<file path="src/rtl/keccak_sched_pkg.sv">
// Shared types and constants for the Keccak permutation scheduler.
package keccak_sched_pkg;

  typedef enum logic [1:0] {
    ST_IDLE,
    ST_START,
    ST_RUN,
    ST_DONE
  } sched_state_e;

  localparam int unsigned KECCAK_NUM_ROUNDS = 24;
  localparam int unsigned KECCAK_RND_W      = 5;

endpackage

</file>
<file path="src/rtl/keccak_rr_arb.sv">
// Combinational round-robin pick: lowest index at or above ptr_i wins,
// wrapping from NUM_REQ-1 back to 0.
module keccak_rr_arb #(
  parameter int unsigned NUM_REQ = 2,
  parameter int unsigned IDW     = 1
) (
  input  logic [NUM_REQ-1:0] req_i,
  input  logic [IDW-1:0]     ptr_i,
  output logic [NUM_REQ-1:0] gnt_o,
  output logic [IDW-1:0]     idx_o,
  output logic               valid_o
);

  logic [IDW-1:0] cand;

  always_comb begin
    gnt_o   = '0;
    idx_o   = '0;
    valid_o = 1'b0;
    cand    = '0;
    for (int unsigned i = 0; i < NUM_REQ; i++) begin
      cand = IDW'((32'(ptr_i) + i) % NUM_REQ);
      if (!valid_o && req_i[cand]) begin
        valid_o     = 1'b1;
        idx_o       = cand;
        gnt_o[cand] = 1'b1;
      end
    end
  end

endmodule

</file>
<file path="src/rtl/keccak_sched.sv">
// Round-robin scheduler for a shared Keccak-f[1600] datapath.
// Optional completed-permutation counter enabled by KECCAK_SCHED_PERF_EN.
module keccak_sched
  import keccak_sched_pkg::*;
#(
  parameter  int unsigned NUM_REQ    = 2,
  parameter  int unsigned NUM_ROUNDS = KECCAK_NUM_ROUNDS,
  localparam int unsigned IDW        = (NUM_REQ > 1) ? $clog2(NUM_REQ) : 1
) (
  input  logic                    clk_i,
  input  logic                    rst_i,
  input  logic [NUM_REQ-1:0]      req_i,
  output logic [NUM_REQ-1:0]      gnt_o,
  output logic [NUM_REQ-1:0]      done_o,
  input  logic                    ready_dp_i,
  output logic                    start_dp_o,
  output logic [KECCAK_RND_W-1:0] round_o,
  output logic [IDW-1:0]          owner_o,
  output logic                    busy_o,
  output logic                    irq_o,
  output logic [31:0]             perf_cnt_o
);

  localparam logic [KECCAK_RND_W-1:0] RND_LAST = KECCAK_RND_W'(NUM_ROUNDS - 1);
  localparam logic [IDW-1:0]          OWN_LAST = IDW'(NUM_REQ - 1);

  sched_state_e              state_q, state_d;
  logic [IDW-1:0]            owner_q, owner_d;
  logic [NUM_REQ-1:0]        owner_oh_q, owner_oh_d;
  logic [IDW-1:0]            ptr_q, ptr_d;
  logic [KECCAK_RND_W-1:0]   rnd_q, rnd_d;

  logic [NUM_REQ-1:0]        arb_oh;
  logic [IDW-1:0]            arb_idx;
  logic                      arb_valid;

  keccak_rr_arb #(
    .NUM_REQ (NUM_REQ),
    .IDW     (IDW)
  ) u_arb (
    .req_i   (req_i),
    .ptr_i   (ptr_q),
    .gnt_o   (arb_oh),
    .idx_o   (arb_idx),
    .valid_o (arb_valid)
  );

  always_ff @(posedge clk_i or posedge rst_i) begin
    if (rst_i) begin
      state_q    <= ST_IDLE;
      owner_q    <= '0;
      owner_oh_q <= '0;
      ptr_q      <= '0;
      rnd_q      <= '0;
    end else begin
      state_q    <= state_d;
      owner_q    <= owner_d;
      owner_oh_q <= owner_oh_d;
      ptr_q      <= ptr_d;
      rnd_q      <= rnd_d;
    end
  end

  // Owner is kept both as an index (owner_o, ptr rotation) and one-hot
  // (grant/done decode), both captured from the arbiter in the same cycle.
  always_comb begin
    state_d    = state_q;
    owner_d    = owner_q;
    owner_oh_d = owner_oh_q;
    ptr_d      = ptr_q;
    rnd_d      = rnd_q;
    unique case (state_q)
      ST_IDLE: begin
        if (arb_valid && ready_dp_i) begin
          owner_d    = arb_idx;
          owner_oh_d = arb_oh;
          state_d    = ST_START;
        end
      end
      ST_START: begin
        rnd_d   = '0;
        state_d = ST_RUN;
      end
      ST_RUN: begin
        if (rnd_q == RND_LAST) begin
          rnd_d   = '0;
          state_d = ST_DONE;
        end else begin
          rnd_d = rnd_q + KECCAK_RND_W'(1);
        end
      end
      ST_DONE: begin
        ptr_d   = (owner_q == OWN_LAST) ? '0 : owner_q + IDW'(1);
        state_d = ST_IDLE;
      end
      default: state_d = ST_IDLE;
    endcase
  end

  always_comb begin
    gnt_o      = '0;
    done_o     = '0;
    start_dp_o = 1'b0;
    round_o    = '0;
    busy_o     = 1'b0;
    irq_o      = 1'b0;
    unique case (state_q)
      ST_START: begin
        gnt_o      = owner_oh_q;
        start_dp_o = 1'b1;
        busy_o     = 1'b1;
      end
      ST_RUN: begin
        gnt_o   = owner_oh_q;
        round_o = rnd_q;
        busy_o  = 1'b1;
      end
      ST_DONE: begin
        done_o = owner_oh_q;
        irq_o  = 1'b1;
        busy_o = 1'b1;
      end
      default: ;
    endcase
  end

  assign owner_o = owner_q;

`ifdef KECCAK_SCHED_PERF_EN
  logic [31:0] perf_q, perf_d;

  always_comb begin
    perf_d = perf_q;
    if (state_q == ST_DONE) perf_d = perf_q + 32'd1;
  end

  always_ff @(posedge clk_i or posedge rst_i) begin
    if (rst_i) perf_q <= '0;
    else       perf_q <= perf_d;
  end

  assign perf_cnt_o = perf_q;
`else
  assign perf_cnt_o = '0;
`endif

endmodule
</file>
<file path="config.mk">
export PLATFORM = sky130hd
export DESIGN_NAME = keccak_sched
export DESIGN_NICKNAME = d
export VERILOG_FILES = /design/src/rtl/keccak_sched_pkg.sv /design/src/rtl/keccak_rr_arb.sv /design/src/rtl/keccak_sched.sv
export SDC_FILE = /design/constraint.sdc
export NUM_CORES = 1
export LEC_CHECK = 0
export CORE_AREA = 2 2 52 54
export DETAILED_ROUTE_END_ITERATION = 6
export DIE_AREA = 0 0 54 56
export PLACE_DENSITY = 0.77
export SYNTH_ARGS = -nofsm -noshare
export SYNTH_HDL_FRONTEND = slang
export SYNTH_SLANG_ARGS = --single-unit
export TNS_END_PERCENT = 1
</file>
<file path="constraint.sdc">
create_clock -name clk_i -period 1.96 [get_ports clk_i]
set_clock_uncertainty 0.2 [all_clocks]
set_input_delay 0.196 -clock clk_i [delete_from_list [all_inputs] [get_ports clk_i]]
set_output_delay 0.196 -clock clk_i [all_outputs]
set_load 0.01 [all_outputs]
</file>
## Word level (Yosys, flattened, before mapping)

Index checks and enable logic that the tools add are counted.

| storage, ports and cells | value |
|---|---|
| register bits after elaboration | 11 |
| word-level logic and storage cells | 56 |
| input bits | 5 |

| operators by class | value |
|---|---|
| add/subtract/negate cells | 3 |
| reduce and logical (&&, ||, !) cells | 11 |
| equality and inequality tests | 6 |
| bitwise gates (word level) | 1 |
| magnitude comparators | 4 |
| muxes and demuxes | 26 |

Operator list:

| kind | number |
|---|---|
| 2-to-1 mux 1 bit | 14 |
| 2-to-1 mux 2 bit | 6 |
| 2-to-1 mux 5 bit | 2 |
| one-hot mux 5 bit (2 select lines) | 1 |
| one-hot mux 2 bit (4 select lines) | 1 |
| adder 5 x 1 -> 5 bit, second input constant | 1 |
| equality test 5 bit, second input constant | 1 |
| equality test 2 bit, second input constant | 2 |
| logical AND 1 bit | 4 |
| < comparator 1 x 2 -> 1 bit, second input constant | 2 |
| != test 2 bit, second input constant | 2 |
| AND reduction 2 bit | 2 |
| OR reduction 3 bit | 1 |
| adder 1 bit, second input constant | 2 |
| demux 1 bit (select 1 bit) | 2 |
| equality test 2 x 1 -> 1 bit, second input constant | 1 |
| greater-or-equal comparator 1 bit, second input constant | 2 |
| logical NOT 2 bit | 1 |
| bitwise OR 2 bit | 1 |
| nonzero test 2 bit | 1 |
| OR reduction 2 bit | 1 |
| logical NOT 1 bit | 1 |

## Longest topological paths before layout

| logic depth | value |
|---|---|
| depth in word-level cells | 9 |
| depth in mapped cells | 6 |
| mapped depth without buffers | 5 |

## By module

A second synthesis with hierarchy kept.

| unflattened totals | value |
|---|---|
| cells, all modules | 97 |
| area, all modules | 912.1 µm² |

By module, submodules not included:

| module | area each (µm²) | cells an instance | instances |
|---|---|---|---|
| keccak_sched | 879.6 | 92 | 1 |
| keccak_rr_arb | 32.5 | 5 | 1 |

## Least setup slack after synthesis

OpenSTA, ideal clock, no wires.

| timing path | value |
|---|---|
| kind | reg2reg |
| start point | register state_q[0] |
| end point | register rnd_q[3] |
| slack | 0.398 ns |
| stages on the path, launching flop included | 5 |
| library setup time | 0.110 ns |
| arrival time | 1.252 ns |
| path buffers | 0 |
| required time | 1.650 ns |
| path through | dfrtp_1 > inv_1 > ha_1 > inv_1 > o41ai_1 |

| between the ends | value |
|---|---|
| cells in the longest elaborated chain, start to end | 2 |
| elaborated cells on any way between the ends | 4 |

Ends and longest elaborated chain:

| element | line | source |
|---|---|---|
| start: declaration | keccak_sched.sv:27 | `sched_state_e state_q, state_d;` |
| start signal: assignment | keccak_sched.sv:56 | `state_q <= state_d;` |
| equality test 2 bit / equality test 2 x 1 -> 1 bit (equally long branches) | keccak_sched.sv:72 | `unique case (state_q)` |
| one-hot mux 5 bit (2 select lines) / nonzero test 2 bit (equally long branches) | -- |  |
| end signal: assignment | keccak_sched.sv:60 | `rnd_q <= rnd_d;` |
| end: declaration | keccak_sched.sv:31 | `logic [KECCAK_RND_W-1:0] rnd_q, rnd_d;` |

Several ways; a longest one is shown, not always the timed one.
A chain may end at the register's enable or synchronous reset.

## Worst setup path in the final report

| timing path | value |
|---|---|
| start point | register state_q[0] |
| end point | output busy_o |

| between the ends | value |
|---|---|
| cells in the longest elaborated chain, start to end | 3 |
| elaborated cells on any way between the ends | 5 |

Ends and longest elaborated chain:

| element | line | source |
|---|---|---|
| equality test 2 bit / equality test 2 x 1 -> 1 bit (equally long branches) | keccak_sched.sv:107 | `unique case (state_q)` |
| OR reduction 3 bit (no source line) * | -- |  |
| 2-to-1 mux 1 bit * | keccak_sched.sv:107 |  |
| end: declaration | keccak_sched.sv:19 | `output logic busy_o,` |

Every way passes the cells marked *; elsewhere a longest branch is shown, timed or not.

==> impl_metrics.sql <==
INSERT INTO impl_metrics (metric_group, metric, value, unit) VALUES
('global_routing', 'globalRouteMet2Util', '0.1829', ''),
('sta', 'tcrit_tclk_final', '0.9570', ''),
('clock_network', 'cts.path.max_buffers', '2', ''),
('drt', 'post-route-drc-count', '0', ''),
('clock_network', 'clock_sinks', '11', ''),
('setup_path', 'slowest_delay', '0.52', 'ns'),
('synthesis', 'yosysSeqAreaShare', '0.3090', ''),
('sta', 'fin_hold_ws', '0.02417', 'ns'),
('clock_network', 'clock_latency', '0.27', 'ns'),
('setup_path', 'reg2reg_setup_slack', '0.35', 'ns'),
('finish', 'multi_input_comb_area', '480.5', 'µm²'),
('finish', 'syn2layout_area_growth', '18.40', '%'),
('global_routing', 'grt_antenna_before_repair', '0', ''),
('job', 'drv.max_cap_violation_count', '0', ''),
('setup_path', 'worst_r2r_startpoint', 'state_q[0]', ''),
('drt', 'firstDrtPassIters', '4', ''),
('finish', 'fin_util', '0.4336', ''),
('die', 'core', '0.002432', 'mm²'),
('place', 'gpl.final_weighted_congestion', '0.7644', ''),
('setup_path', 'cp_endpoint_kind', 'primary output', ''),
('global_routing', 'grt_first_pass_wirelength', '2553', 'µm'),
('clock_network', 'cts_made_buffers', '3', ''),
('die', 'placement_rows', '18', ''),
('place', 'placement.io_buffers', '17', ''),
('clock_network', 'number_of_hold_buffers_added_after_cts', '0', ''),
('power', 'power.share.sequential', '0.261', ''),
('sta', 'setup-violations-final', '0', ''),
('finish', 'drive_gt1_frac', '0.1440', ''),
('setup_path', 'timing.critical_path.arrival', '1.48', 'ns'),
('sta', 'timing_hold_violations_final', '0', ''),
('drt', 'drt_initial_violations', '10', ''),
('global_routing', 'gr-usage-all-layers', '0.1114', ''),
('global_routing', 'global_routing_usage_on_met3', '0.03763', ''),
('setup_path', 'setup.worst_path.class', 'flip-flop to primary output', ''),
('place', 'dp_hpwl', '1270', 'µm'),
('synthesis', 'synth_area', '890.9', 'µm²'),
('sta', 'setup_total_negative_slack', '0', 'ns'),
('power', 'leakagePower', '0.5870', 'nW'),
('clock_network', 'cts_tree', 'done', ''),
('drt', 'detail-route-antenna-nets', '0', ''),
('finish', 'layout.area.seq', '275.3', 'µm²'),
('die', 'io_pins', '50', ''),
('power', 'fin_total_pwr', '1.451', 'mW'),
('sta', 'timing.fmax', '533.1', 'MHz'),
('drt', 'detail_route.wirelength', '1634', 'µm'),
('synthesis', 'yosys_register_bits', '11', ''),
('sta', 'post-route-min-period', '1.876', 'ns'),
('finish', 'insertedDiodeCount', '0', ''),
('setup_path', 'timing.rr.end', 'rnd_q[3]', ''),
('synthesis', 'synthesis.instances', '100', ''),
('finish', 'nFillCells', '261', ''),
('die', 'fp.dieH', '56', 'µm'),
('global_routing', 'grt_busiest_layer', 'met2', ''),
('setup_path', 'critical_path.cell_chain', 'inv_2 > ha_4 > inv_1 > clkdlybuf4s50_1', ''),
('power', 'power-per-cell-area', '1376', 'mW/mm²'),
('clock_network', 'htree_levels', '1', ''),
('finish', 'num-nets-final', '137', ''),
('drt', 'route.detailed.wl_per_inst', '10.54', 'µm'),
('die', 'die_w', '54', 'µm'),
('power', 'power_frac_clock', '0.108', ''),
('synthesis', 'synth_warnings', '0', ''),
('run_status', 'run_status', 'finished, final reports clean', ''),
('synthesis', 'synth_area_per_cell', '8.909', 'µm²'),
('setup_path', 'worst_setup_path_start_kind', 'flip-flop', ''),
('clock_network', 'clock_root_buffer', 'sky130_fd_sc_hd__clkbuf_4', ''),
('global_routing', 'grt_start_max_net_pins', '12', ''),
('power', 'comb_pwr_share', '0.631', ''),
('power', 'p_sw', '607.4', 'µW'),
('place', 'dpl-instance-area', '0.001007', 'mm²'),
('die', 'initial_core_util', '0.3663', ''),
('global_routing', 'global_route.usage.met1', '0.1346', '');
kinds of logic (layout without fill, tap and decap cells):
family / after synthesis / in the layout / share of synthesized area
buffers and inverters: 42 / 36 / 0.3132
multiplexers: 1 / 1 / 0.01124
AND/OR/NAND/NOR: 22 / 22 / 0.1447
AO/OA/AOI/OAI: 17 / 17 / 0.1334
other: 1 / 32 / 0.004209
flip-flops: 11 / 11 / 0.3090
adder cells (fa/ha/maj): 6 / 6 / 0.08427
flip-flops by register name, summed over array words and instances (netlist names):
register / flops
owner_oh_q: 2
rnd_q: 5
ptr_q: 1
owner_o: 1
state_q: 2
synth_stat cells:
library cell	number	area share
sky130_fd_sc_hd__dfrtp_1	11	0.31
sky130_fd_sc_hd__and2_1	7	0.049
sky130_fd_sc_hd__a22oi_1	1	0.0084
sky130_fd_sc_hd__conb_1	1	0.0042
sky130_fd_sc_hd__nand4b_2	1	0.017
sky130_fd_sc_hd__a2bb2oi_2	1	0.017
sky130_fd_sc_hd__buf_2	1	0.0056
sky130_fd_sc_hd__nand3b_1	1	0.0084
sky130_fd_sc_hd__inv_1	9	0.038
sky130_fd_sc_hd__ha_1	6	0.084
sky130_fd_sc_hd__a22o_2	1	0.011
sky130_fd_sc_hd__mux2i_1	1	0.011
sky130_fd_sc_hd__nand3_1	4	0.022
sky130_fd_sc_hd__a22oi_2	1	0.014
sky130_fd_sc_hd__o41ai_1	1	0.0098
sky130_fd_sc_hd__nand2_1	3	0.013
sky130_fd_sc_hd__nand4_1	1	0.0070
sky130_fd_sc_hd__a21o_1	1	0.0084
sky130_fd_sc_hd__buf_4	32	0.27
sky130_fd_sc_hd__nor2_1	3	0.013
sky130_fd_sc_hd__o21ai_0	6	0.034
sky130_fd_sc_hd__a21oi_1	4	0.022
sky130_fd_sc_hd__a21boi_0	1	0.0084
sky130_fd_sc_hd__and2_2	1	0.0084
sky130_fd_sc_hd__nand2b_1	1	0.0070
layer usage:
| metal | routed length [µm] | part of all wire |
|---|---|---|
| met1 | 686 | 0.42 |
| met2 | 782 | 0.48 |
| met3 | 149 | 0.091 |
| met4 | 16 | 0.0098 |
| met5 | 0 | 0 |
power groups by stage:
stage | combinational (mW) | sequential, mW | clock, mW
2_1_floorplan | 0.516 | 0.373 | 0
3_3_place_gp | 0.845 | 0.378 | 0
3_5_place_dp | 0.877 | 0.380 | 0
4_1_cts | 0.916 | 0.378 | 0.162
5_1_grt | 1.01 | 0.391 | 0.174
6_report | 0.916 | 0.379 | 0.156
cell usage in the layout (no fill, tap or decap), types with 4 or more instances in the layout:
master                            instances
sky130_fd_sc_hd__conb_1                  32
sky130_fd_sc_hd__clkdlybuf4s50_1          6
sky130_fd_sc_hd__a21oi_1                  4
sky130_fd_sc_hd__and2_1                   7
sky130_fd_sc_hd__dlygate4sd2_1           11
sky130_fd_sc_hd__o21ai_0                  6
sky130_fd_sc_hd__inv_1                    8
sky130_fd_sc_hd__buf_4                    6
sky130_fd_sc_hd__nand3_1                  4
sky130_fd_sc_hd__dfrtp_1                 11
critical path: cells and delay by family, from the launching register on:
family / cells / cell delay, ns
adders and majority gates: 1 / 0.18
DFF: 1 / 0.37
buffers and inverters: 3 / 0.65
worst max path at each step:
stage | start | to | slack (ns) | cells past startpoint
after floorplan | state_q[0] | rnd_q[3] | 0.40 | 4
after global placement | state_q[0] | round_o[3] | 0.09 | 4
after detailed placement | state_q[0] | round_o[3] | 0.02 | 4
after CTS | state_q[0] | done_o[0] | 0.07 | 4
after global routing | state_q[0] | busy_o | 0.02 | 4
final | state_q[0] | busy_o | 0.08 | 4
what timing repair did:
action	CTS	global route
setup buffers	1	0
endpoints found under the setup margin	12	0
endpoints found under the hold margin	0	0
gates resized for setup	16	0
final cells by class:
cell class | count | share of cell area
multi-input combinational | 78 | 0.4555
sequential | 11 | 0.2610
inverter | 9 | 0.03203
timing repair buffer | 23 | 0.1910
clock buffer | 4 | 0.02491
tap | 30 | 0.03559
per-stage QoR:
step	worst slack (ns)	cells
3_5_place_dp	0.01958	150
5_1_grt	0.02179	155
4_1_cts	0.07445	155
6_report	0.08419	155
3_3_place_gp	0.08721	150
2_1_floorplan	0.3976	131
Power figures use the tool's default switching activity.
